## config.mk

```make
export PLATFORM = sky130hd
export DESIGN_NAME = uart_ram_dumper
export DESIGN_NICKNAME = d
export VERILOG_FILES = /design/src/rtl/uart_ram_dumper.sv
export SDC_FILE = /design/constraint.sdc
export NUM_CORES = 1
export LEC_CHECK = 0
export ABC_AREA = 0
export CAP_MARGIN = 20
export CORE_MARGIN = 2
export CORE_UTILIZATION = 50
export CTS_BUF_LIST = sky130_fd_sc_hd__clkbuf_8
export DETAILED_ROUTE_END_ITERATION = 16
export PLACE_DENSITY = 0.8
export SKIP_LAST_GASP = 1
export SLEW_MARGIN = 20
export SYNTH_ARGS = -nofsm -noshare
export SYNTH_HDL_FRONTEND = slang
export SYNTH_SLANG_ARGS = --single-unit
export TNS_END_PERCENT = 30
```

## constraint.sdc

```tcl
create_clock -name clk -period 4.8 [get_ports clk]
set_input_delay 1.44 -clock clk [delete_from_list [all_inputs] [get_ports clk]]
set_output_delay 1.44 -clock clk [all_outputs]
set_load 0.05 [all_outputs]
```

## src/rtl/uart_ram_dumper.sv

```systemverilog
// uart_ram_dumper: reads 32-bit words from RAM and sends each as four 8N1 bytes, LSB byte first.
// Optional feature macro UART_DUMP_TERMINATOR_EN appends the 32'hDEADBEEF end marker after the data.
module uart_ram_dumper #(
    parameter int CLKS_PER_BIT = 434,
    parameter int CNT_W        = 16
) (
    input  logic             clk,
    input  logic             rst,
    input  logic             start,
    input  logic [31:0]      base_addr,
    input  logic [CNT_W-1:0] word_count,
    output logic [31:0]      ram_addr,
    output logic             ram_ren,
    input  logic [31:0]      ram_rdata,
    output logic             uart_tx,
    output logic             busy,
    output logic             done
);

    localparam int BAUD_W = (CLKS_PER_BIT > 1) ? $clog2(CLKS_PER_BIT) : 1;
    localparam logic [BAUD_W-1:0] BAUD_LAST = BAUD_W'(CLKS_PER_BIT - 1);

`ifdef UART_DUMP_TERMINATOR_EN
    typedef enum logic [2:0] {
        IDLE, RD_REQ, RD_WAIT, TX_START, TX_DATA, TX_STOP, TERM
    } state_t;
`else
    typedef enum logic [2:0] {
        IDLE, RD_REQ, RD_WAIT, TX_START, TX_DATA, TX_STOP
    } state_t;
`endif

    state_t             state_q, state_d;
    logic [31:0]        addr_q, addr_d;
    logic [31:0]        ram_addr_q, ram_addr_d;
    logic               ram_ren_q, ram_ren_d;
    logic               uart_tx_q, uart_tx_d;
    logic               busy_q, busy_d;
    logic               done_q, done_d;
    logic [CNT_W-1:0]   remaining_q, remaining_d;
    logic [31:0]        shift_q, shift_d;
    logic [BAUD_W-1:0]  baud_q, baud_d;
    logic [2:0]         bit_idx_q, bit_idx_d;
    logic [1:0]         byte_idx_q, byte_idx_d;
`ifdef UART_DUMP_TERMINATOR_EN
    logic               term_q, term_d;
`endif
    logic               baud_end_s;

    assign baud_end_s = (baud_q == BAUD_LAST);

    // Next-state logic; every output is registered, so values are chosen for the state being entered.
    always_comb begin
        state_d     = state_q;
        addr_d      = addr_q;
        ram_addr_d  = ram_addr_q;
        ram_ren_d   = 1'b0;
        uart_tx_d   = uart_tx_q;
        busy_d      = busy_q;
        done_d      = 1'b0;
        remaining_d = remaining_q;
        shift_d     = shift_q;
        baud_d      = baud_q;
        bit_idx_d   = bit_idx_q;
        byte_idx_d  = byte_idx_q;
`ifdef UART_DUMP_TERMINATOR_EN
        term_d      = term_q;
`endif
        case (state_q)
            IDLE: begin
                // A start coinciding with the done pulse belongs to the finished dump and is dropped.
                if (start && !done_q) begin
                    addr_d      = base_addr;
                    remaining_d = word_count;
`ifdef UART_DUMP_TERMINATOR_EN
                    term_d      = 1'b0;
`endif
                    if (word_count != '0) begin
                        state_d    = RD_REQ;
                        ram_addr_d = base_addr;
                        ram_ren_d  = 1'b1;
                        busy_d     = 1'b1;
                    end else begin
`ifdef UART_DUMP_TERMINATOR_EN
                        state_d = TERM;
                        busy_d  = 1'b1;
`else
                        done_d  = 1'b1;
`endif
                    end
                end else begin
                    state_d = IDLE;
                end
            end
            RD_REQ: begin
                state_d = RD_WAIT;
            end
            RD_WAIT: begin
                shift_d    = ram_rdata;
                state_d    = TX_START;
                uart_tx_d  = 1'b0;
                baud_d     = '0;
                byte_idx_d = 2'd0;
            end
            TX_START: begin
                if (baud_end_s) begin
                    baud_d    = '0;
                    bit_idx_d = 3'd0;
                    state_d   = TX_DATA;
                    uart_tx_d = shift_q[0];
                end else begin
                    baud_d = baud_q + BAUD_W'(1);
                end
            end
            TX_DATA: begin
                if (baud_end_s) begin
                    baud_d  = '0;
                    shift_d = {1'b0, shift_q[31:1]};
                    if (bit_idx_q == 3'd7) begin
                        state_d   = TX_STOP;
                        uart_tx_d = 1'b1;
                    end else begin
                        bit_idx_d = bit_idx_q + 3'd1;
                        uart_tx_d = shift_q[1];
                    end
                end else begin
                    baud_d = baud_q + BAUD_W'(1);
                end
            end
            TX_STOP: begin
                if (baud_end_s) begin
                    baud_d = '0;
                    if (byte_idx_q != 2'd3) begin
                        byte_idx_d = byte_idx_q + 2'd1;
                        state_d    = TX_START;
                        uart_tx_d  = 1'b0;
`ifdef UART_DUMP_TERMINATOR_EN
                    end else if (term_q) begin
                        state_d = IDLE;
                        busy_d  = 1'b0;
                        done_d  = 1'b1;
`endif
                    end else begin
                        // Word boundary: fetch the next word or wrap up the dump.
                        remaining_d = remaining_q - CNT_W'(1);
                        if (remaining_q != CNT_W'(1)) begin
                            state_d    = RD_REQ;
                            addr_d     = addr_q + 32'd4;
                            ram_addr_d = addr_q + 32'd4;
                            ram_ren_d  = 1'b1;
                        end else begin
`ifdef UART_DUMP_TERMINATOR_EN
                            state_d = TERM;
`else
                            state_d = IDLE;
                            busy_d  = 1'b0;
                            done_d  = 1'b1;
`endif
                        end
                    end
                end else begin
                    baud_d = baud_q + BAUD_W'(1);
                end
            end
`ifdef UART_DUMP_TERMINATOR_EN
            TERM: begin
                shift_d    = 32'hDEAD_BEEF;
                term_d     = 1'b1;
                state_d    = TX_START;
                uart_tx_d  = 1'b0;
                baud_d     = '0;
                byte_idx_d = 2'd0;
            end
`endif
            default: begin
                state_d   = IDLE;
                busy_d    = 1'b0;
                uart_tx_d = 1'b1;
            end
        endcase
    end

    // State and output registers; reset drives the line idle-high immediately.
    always_ff @(posedge clk or posedge rst) begin
        if (rst) begin
            state_q     <= IDLE;
            addr_q      <= 32'd0;
            ram_addr_q  <= 32'd0;
            ram_ren_q   <= 1'b0;
            uart_tx_q   <= 1'b1;
            busy_q      <= 1'b0;
            done_q      <= 1'b0;
            remaining_q <= '0;
            shift_q     <= 32'd0;
            baud_q      <= '0;
            bit_idx_q   <= 3'd0;
            byte_idx_q  <= 2'd0;
`ifdef UART_DUMP_TERMINATOR_EN
            term_q      <= 1'b0;
`endif
        end else begin
            state_q     <= state_d;
            addr_q      <= addr_d;
            ram_addr_q  <= ram_addr_d;
            ram_ren_q   <= ram_ren_d;
            uart_tx_q   <= uart_tx_d;
            busy_q      <= busy_d;
            done_q      <= done_d;
            remaining_q <= remaining_d;
            shift_q     <= shift_d;
            baud_q      <= baud_d;
            bit_idx_q   <= bit_idx_d;
            byte_idx_q  <= byte_idx_d;
`ifdef UART_DUMP_TERMINATOR_EN
            term_q      <= term_d;
`endif
        end
    end

    assign ram_addr = ram_addr_q;
    assign ram_ren  = ram_ren_q;
    assign uart_tx  = uart_tx_q;
    assign busy     = busy_q;
    assign done     = done_q;

endmodule

```

==> flow_summary.html <==
<table>
<tr><th>Metric</th><th>Value</th></tr>
<tr><th colspan="2">Status</th></tr>
<tr><td>Run status</td><td>completed</td></tr>
<tr><th colspan="2">Global route</th></tr>
<tr><td>GRT Total Usage</td><td>23.5%</td></tr>
<tr><td>First-pass GRT wire length</td><td>30,200 um</td></tr>
<tr><td>Busiest layer in global routing</td><td>met2</td></tr>
<tr><td>Largest net degree at the start of global routing</td><td>134</td></tr>
<tr><td>GR Util met3</td><td>6.10%</td></tr>
<tr><td>Number of global-route vias before repair</td><td>6,152</td></tr>
<tr><td>Initial antenna violation count</td><td>0</td></tr>
<tr><td>Met2 demand-to-capacity share in global routing</td><td>36.1%</td></tr>
<tr><td>Met1 track utilization from global routing</td><td>32.7%</td></tr>
<tr><td>Remaining Overflow, GRT</td><td>0</td></tr>
<tr><th colspan="2">Synthesis</th></tr>
<tr><td>Warning count from the yosys run</td><td>0</td></tr>
<tr><td>Commonest cells in the synthesized netlist</td><td>132 x sky130_fd_sc_hd__dfrtp_1, 117 x sky130_fd_sc_hd__nand2_1, 89 x sky130_fd_sc_hd__nor2_1</td></tr>
<tr><td>Most common cell in the synthesized netlist</td><td>sky130_fd_sc_hd__dfrtp_1</td></tr>
<tr><td>Number of synthesized register bits</td><td>133</td></tr>
<tr><td>Sequential fraction of the synthesis area</td><td>45.5%</td></tr>
<tr><td>Post-Syn Area</td><td>7310 um2</td></tr>
<tr><td>EDFF count, synth</td><td>0</td></tr>
<tr><td>Synth unique cells</td><td>69</td></tr>
<tr><td>Mean area per synthesized cell</td><td>8.88 um2</td></tr>
<tr><td>Net Count, Synth</td><td>914</td></tr>
<tr><td>Most used DFF post-synth</td><td>sky130_fd_sc_hd__dfrtp_1</td></tr>
<tr><td>Post-synth top area cell</td><td>sky130_fd_sc_hd__dfrtp_1</td></tr>
<tr><td>Post-synth ARST share</td><td>100%</td></tr>
<tr><td>Number of instances in the synthesized netlist</td><td>823</td></tr>
<tr><td>Cell types occupying the most area after synthesis</td><td>sky130_fd_sc_hd__dfrtp_1 45%, sky130_fd_sc_hd__nand2_1 6.0%, sky130_fd_sc_hd__mux2_2 5.4%</td></tr>
<tr><td>Share of Yosys cell area claimed by the top area cell type</td><td>45.2%</td></tr>
<tr><th colspan="2">Timing</th></tr>
<tr><td>RSZ-0062 raised after global routing</td><td>false</td></tr>
<tr><td>Hold Fails Final Rpt</td><td>0</td></tr>
<tr><td>Achievable Freq</td><td>0.286 GHz</td></tr>
<tr><td>Maximum clock skew at final layout</td><td>0.0119 ns</td></tr>
<tr><td>Transition time at the pin with the least slew margin</td><td>0.994 ns</td></tr>
<tr><td>Total Negative Setup Slacks</td><td>0 ns</td></tr>
<tr><td>Endpoints failing setup</td><td>0</td></tr>
<tr><td>Slew HR</td><td>33.7%</td></tr>
<tr><td>Min setup slack post-route</td><td>1.31 ns</td></tr>
<tr><td>Number of max-slew violations in the final report</td><td>0</td></tr>
<tr><td>Final period utilization</td><td>72.8%</td></tr>
<tr><td>Final period demand of the worst path</td><td>3.49 ns</td></tr>
<tr><th colspan="2">Power and ir drop</th></tr>
<tr><td>Worst vdd ir</td><td>141 uV</td></tr>
<tr><td>Static leakage</td><td>3.73 nW</td></tr>
<tr><td>Power density of the placed cells</td><td>245 nW/um2</td></tr>
<tr><td>Overall power</td><td>2.19 mW</td></tr>
<tr><th colspan="2">Cells and area</th></tr>
<tr><td>Final Util</td><td>62.2%</td></tr>
<tr><td>Number of nets in the final layout</td><td>1,003</td></tr>
<tr><td>Antenna fix cells</td><td>0</td></tr>
<tr><td>Final instance count without filler cells</td><td>1,109</td></tr>
<tr><td>Fraction of layout instances using a drive strength above 1</td><td>10.5%</td></tr>
<tr><td>Area added between synthesis and finish</td><td>22.7%</td></tr>
<tr><th colspan="2">Floorplanning</th></tr>
<tr><td>Site row count</td><td>44</td></tr>
<tr><td>Core Region</td><td>14,400 um2</td></tr>
<tr><td>Die Span X</td><td>125 um</td></tr>
<tr><td>Floorplan die area</td><td>15,600 um2</td></tr>
<tr><td>Starting density of the core</td><td>50.7%</td></tr>
<tr><td>Die outline height</td><td>125 um</td></tr>
<tr><td>Number of primary I/O pins</td><td>119</td></tr>
<tr><th colspan="2">Run</th></tr>
<tr><td>Count of maximum capacitance violations</td><td>0</td></tr>
<tr><th colspan="2">CTS</th></tr>
<tr><td>Setup repair bufs after CTS</td><td>0</td></tr>
<tr><td>Maximum buffer depth of the clock tree</td><td>2</td></tr>
<tr><td>Clk pin slew, worst setup/hold paths</td><td>0.07 ns</td></tr>
<tr><td>Sinks on the clock net</td><td>133</td></tr>
<tr><td>CTS H-tree lvls</td><td>4</td></tr>
<tr><td>Clock Latency Late Sink</td><td>0.45 ns</td></tr>
<tr><td>TritonCTS Buffers</td><td>17</td></tr>
<tr><td>Clock root buffer master</td><td>sky130_fd_sc_hd__clkbuf_8</td></tr>
<tr><td>Number of gates given a new drive strength after cts</td><td>0</td></tr>
<tr><td>CTS tree</td><td>built</td></tr>
<tr><td>Number of buffers added to fix hold violations after cts</td><td>0</td></tr>
<tr><th colspan="2">Critical path</th></tr>
<tr><td>End point of the critical path</td><td>ram_addr[5]</td></tr>
<tr><td>CP max-delay cell</td><td>sky130_fd_sc_hd__nor4_1</td></tr>
<tr><td>Worst endpoint required time</td><td>5.13 ns</td></tr>
<tr><td>Capturing element type of the critical path</td><td>register</td></tr>
<tr><td>Stages on the worst setup path</td><td>7</td></tr>
<tr><td>Largest fanout of any net on the critical path</td><td>25</td></tr>
<tr><td>Top delay family on crit path</td><td>simple AND/OR/NAND/NOR gates</td></tr>
<tr><td>Critical path, cell by cell</td><td>clkdlybuf4s50_1 -&gt; nor4_1 -&gt; a41oi_1 -&gt; a21oi_2 -&gt; or2_2 -&gt; inv_4 -&gt; mux2_1</td></tr>
<tr><td>Worst setup slack for register-to-register paths</td><td>1.75 ns</td></tr>
<tr><td>Worst R2R Start</td><td>state_q[1]</td></tr>
<tr><td>Critical path data arrival time</td><td>3.82 ns</td></tr>
<tr><td>Combined buffer and inverter count along the critical path</td><td>2</td></tr>
<tr><td>Startpoint type of the worst setup path</td><td>input pin</td></tr>
<tr><td>Setup crit start</td><td>word_count[11]</td></tr>
<tr><td>Cells on worst reg2reg path</td><td>7</td></tr>
<tr><td>Largest stage delay, worst path</td><td>0.57 ns</td></tr>
<tr><td>Path type of the worst setup path</td><td>in -&gt; reg</td></tr>
<tr><td>Endpoint of the worst register-to-register path</td><td>ram_addr[9]</td></tr>
<tr><th colspan="2">Drt</th></tr>
<tr><td>Vias/cell</td><td>5.84</td></tr>
<tr><td>Final routed wirelength across all metal layers</td><td>17,700 um</td></tr>
<tr><td>Residual antenna-violating net count after detailed routing</td><td>0</td></tr>
<tr><td>Number of DRC violations after detailed routing</td><td>0</td></tr>
<tr><td>DR pass1 iterations</td><td>5</td></tr>
<tr><td>WL/cell</td><td>16.0 um</td></tr>
<tr><td>Vias</td><td>6,475</td></tr>
<tr><td>Detailed Route Iter0 Violations</td><td>643</td></tr>
<tr><th colspan="2">Place</th></tr>
<tr><td>Post-detailed-placement half-perimeter wirelength</td><td>12,000 um</td></tr>
<tr><td>Placer Congestion</td><td>0.843</td></tr>
<tr><td>Number of port buffers</td><td>118</td></tr>
<tr><td>Worst slack at placement</td><td>0.905 ns</td></tr>
<tr><td>Total placed cells including tap cells</td><td>1,077</td></tr>
<tr><th colspan="2">Worst hold path</th></tr>
<tr><td>Worst hold path startpoint</td><td>addr_q[0]</td></tr>
<tr><td>Hold Crit Class</td><td>reg -&gt; reg</td></tr>
</table>
==> cell type report <==
type	instances	area, um2
Clock buffer	24	330
Tap cell	184	230
Clock inverter	8	57.6
Inverter	14	58.8
Multi-Input combinational cell	617	3690
Sequential cell	133	3330
Fill cell	1252	5450
Timing Repair Buffer	129	1280
==> stage by stage <==
step / hold WS [ns] / cell area (um2)
floorplan: 0.445 / 7310
global placement: 0.457 / 8580
detailed placement: 0.462 / 8580
CTS: 0.481 / 8970
global route: 0.499 / 8970
finish: 0.476 / 8970
==> layer usage <==
metal  routed length [um]  share of wire [%]  vias to the layer above
li1                     -                  -                     3180
met5                    0                  0                        -
met1                 8170                 46                     3065
met2                 8070                 45                      203
met4                  312                1.8                        0
met3                 1200                6.7                       27
==> worst min-delay path: stages (launching register included) <==
cell and delay (ns):
sky130_fd_sc_hd__dfrtp_1 0.35, sky130_fd_sc_hd__nand2_1 0.05, sky130_fd_sc_hd__nand2_1 0.05
==> state kept, by name (all words and copies together), names as in the netlist <==
register     cells
ram_addr        32
bit_idx_q        3
uart_tx          1
addr_q          32
byte_idx_q       2
shift_q         32
busy             1
remaining_q     16
state_q          3
ram_ren          1
baud_q           9
done             1
==> worst min-delay path by stage <==
stage               slack (ns)  depth (start not counted)        end
finish                    0.48                          2  addr_q[0]
global route              0.50                          2  addr_q[0]
CTS                       0.48                          2  addr_q[1]
detailed placement        0.46                          2  addr_q[1]
global placement          0.46                          2  addr_q[1]
floorplan                 0.44                          1  baud_q[8]
==> cell usage in the layout, fill, tap and decap left out, types with 10 or more instances in the layout <==
cell,n
sky130_fd_sc_hd__a31oi_1,48
sky130_fd_sc_hd__o22a_1,11
sky130_fd_sc_hd__nand3_1,19
sky130_fd_sc_hd__nor4_1,10
sky130_fd_sc_hd__inv_1,18
sky130_fd_sc_hd__nor2_1,89
sky130_fd_sc_hd__buf_4,10
sky130_fd_sc_hd__dfrtp_1,132
sky130_fd_sc_hd__clkbuf_8,24
sky130_fd_sc_hd__o31ai_1,18
sky130_fd_sc_hd__nand2_1,117
sky130_fd_sc_hd__mux2_2,35
sky130_fd_sc_hd__a21oi_1,37
sky130_fd_sc_hd__xnor2_1,11
sky130_fd_sc_hd__nand4_1,15
sky130_fd_sc_hd__clkdlybuf4s50_1,118
sky130_fd_sc_hd__o21ai_0,65
sky130_fd_sc_hd__nor3_1,25
==> where the power goes <==
part	total [mW]	internal, mW	switching [mW]	leakage [nW]
sequential	1.14	1.13	0.00833	1.72
clock	0.905	0.495	0.410	0.223
combinational	0.146	0.0828	0.0633	1.79
==> cell families after synthesis <==
logic type,count (synthesis),synth area share (%)
xor gates and xnor gates,14,1.68
AOI/OAI and AO/OA,229,19.8
buffers and inverters,73,4.19
and+or+nand+nor,326,21.3
DFF,133,45.5
adders and majority gates,8,1.37
muxes,40,6.11
Note: power is estimated with default switching activity, not from simulation.
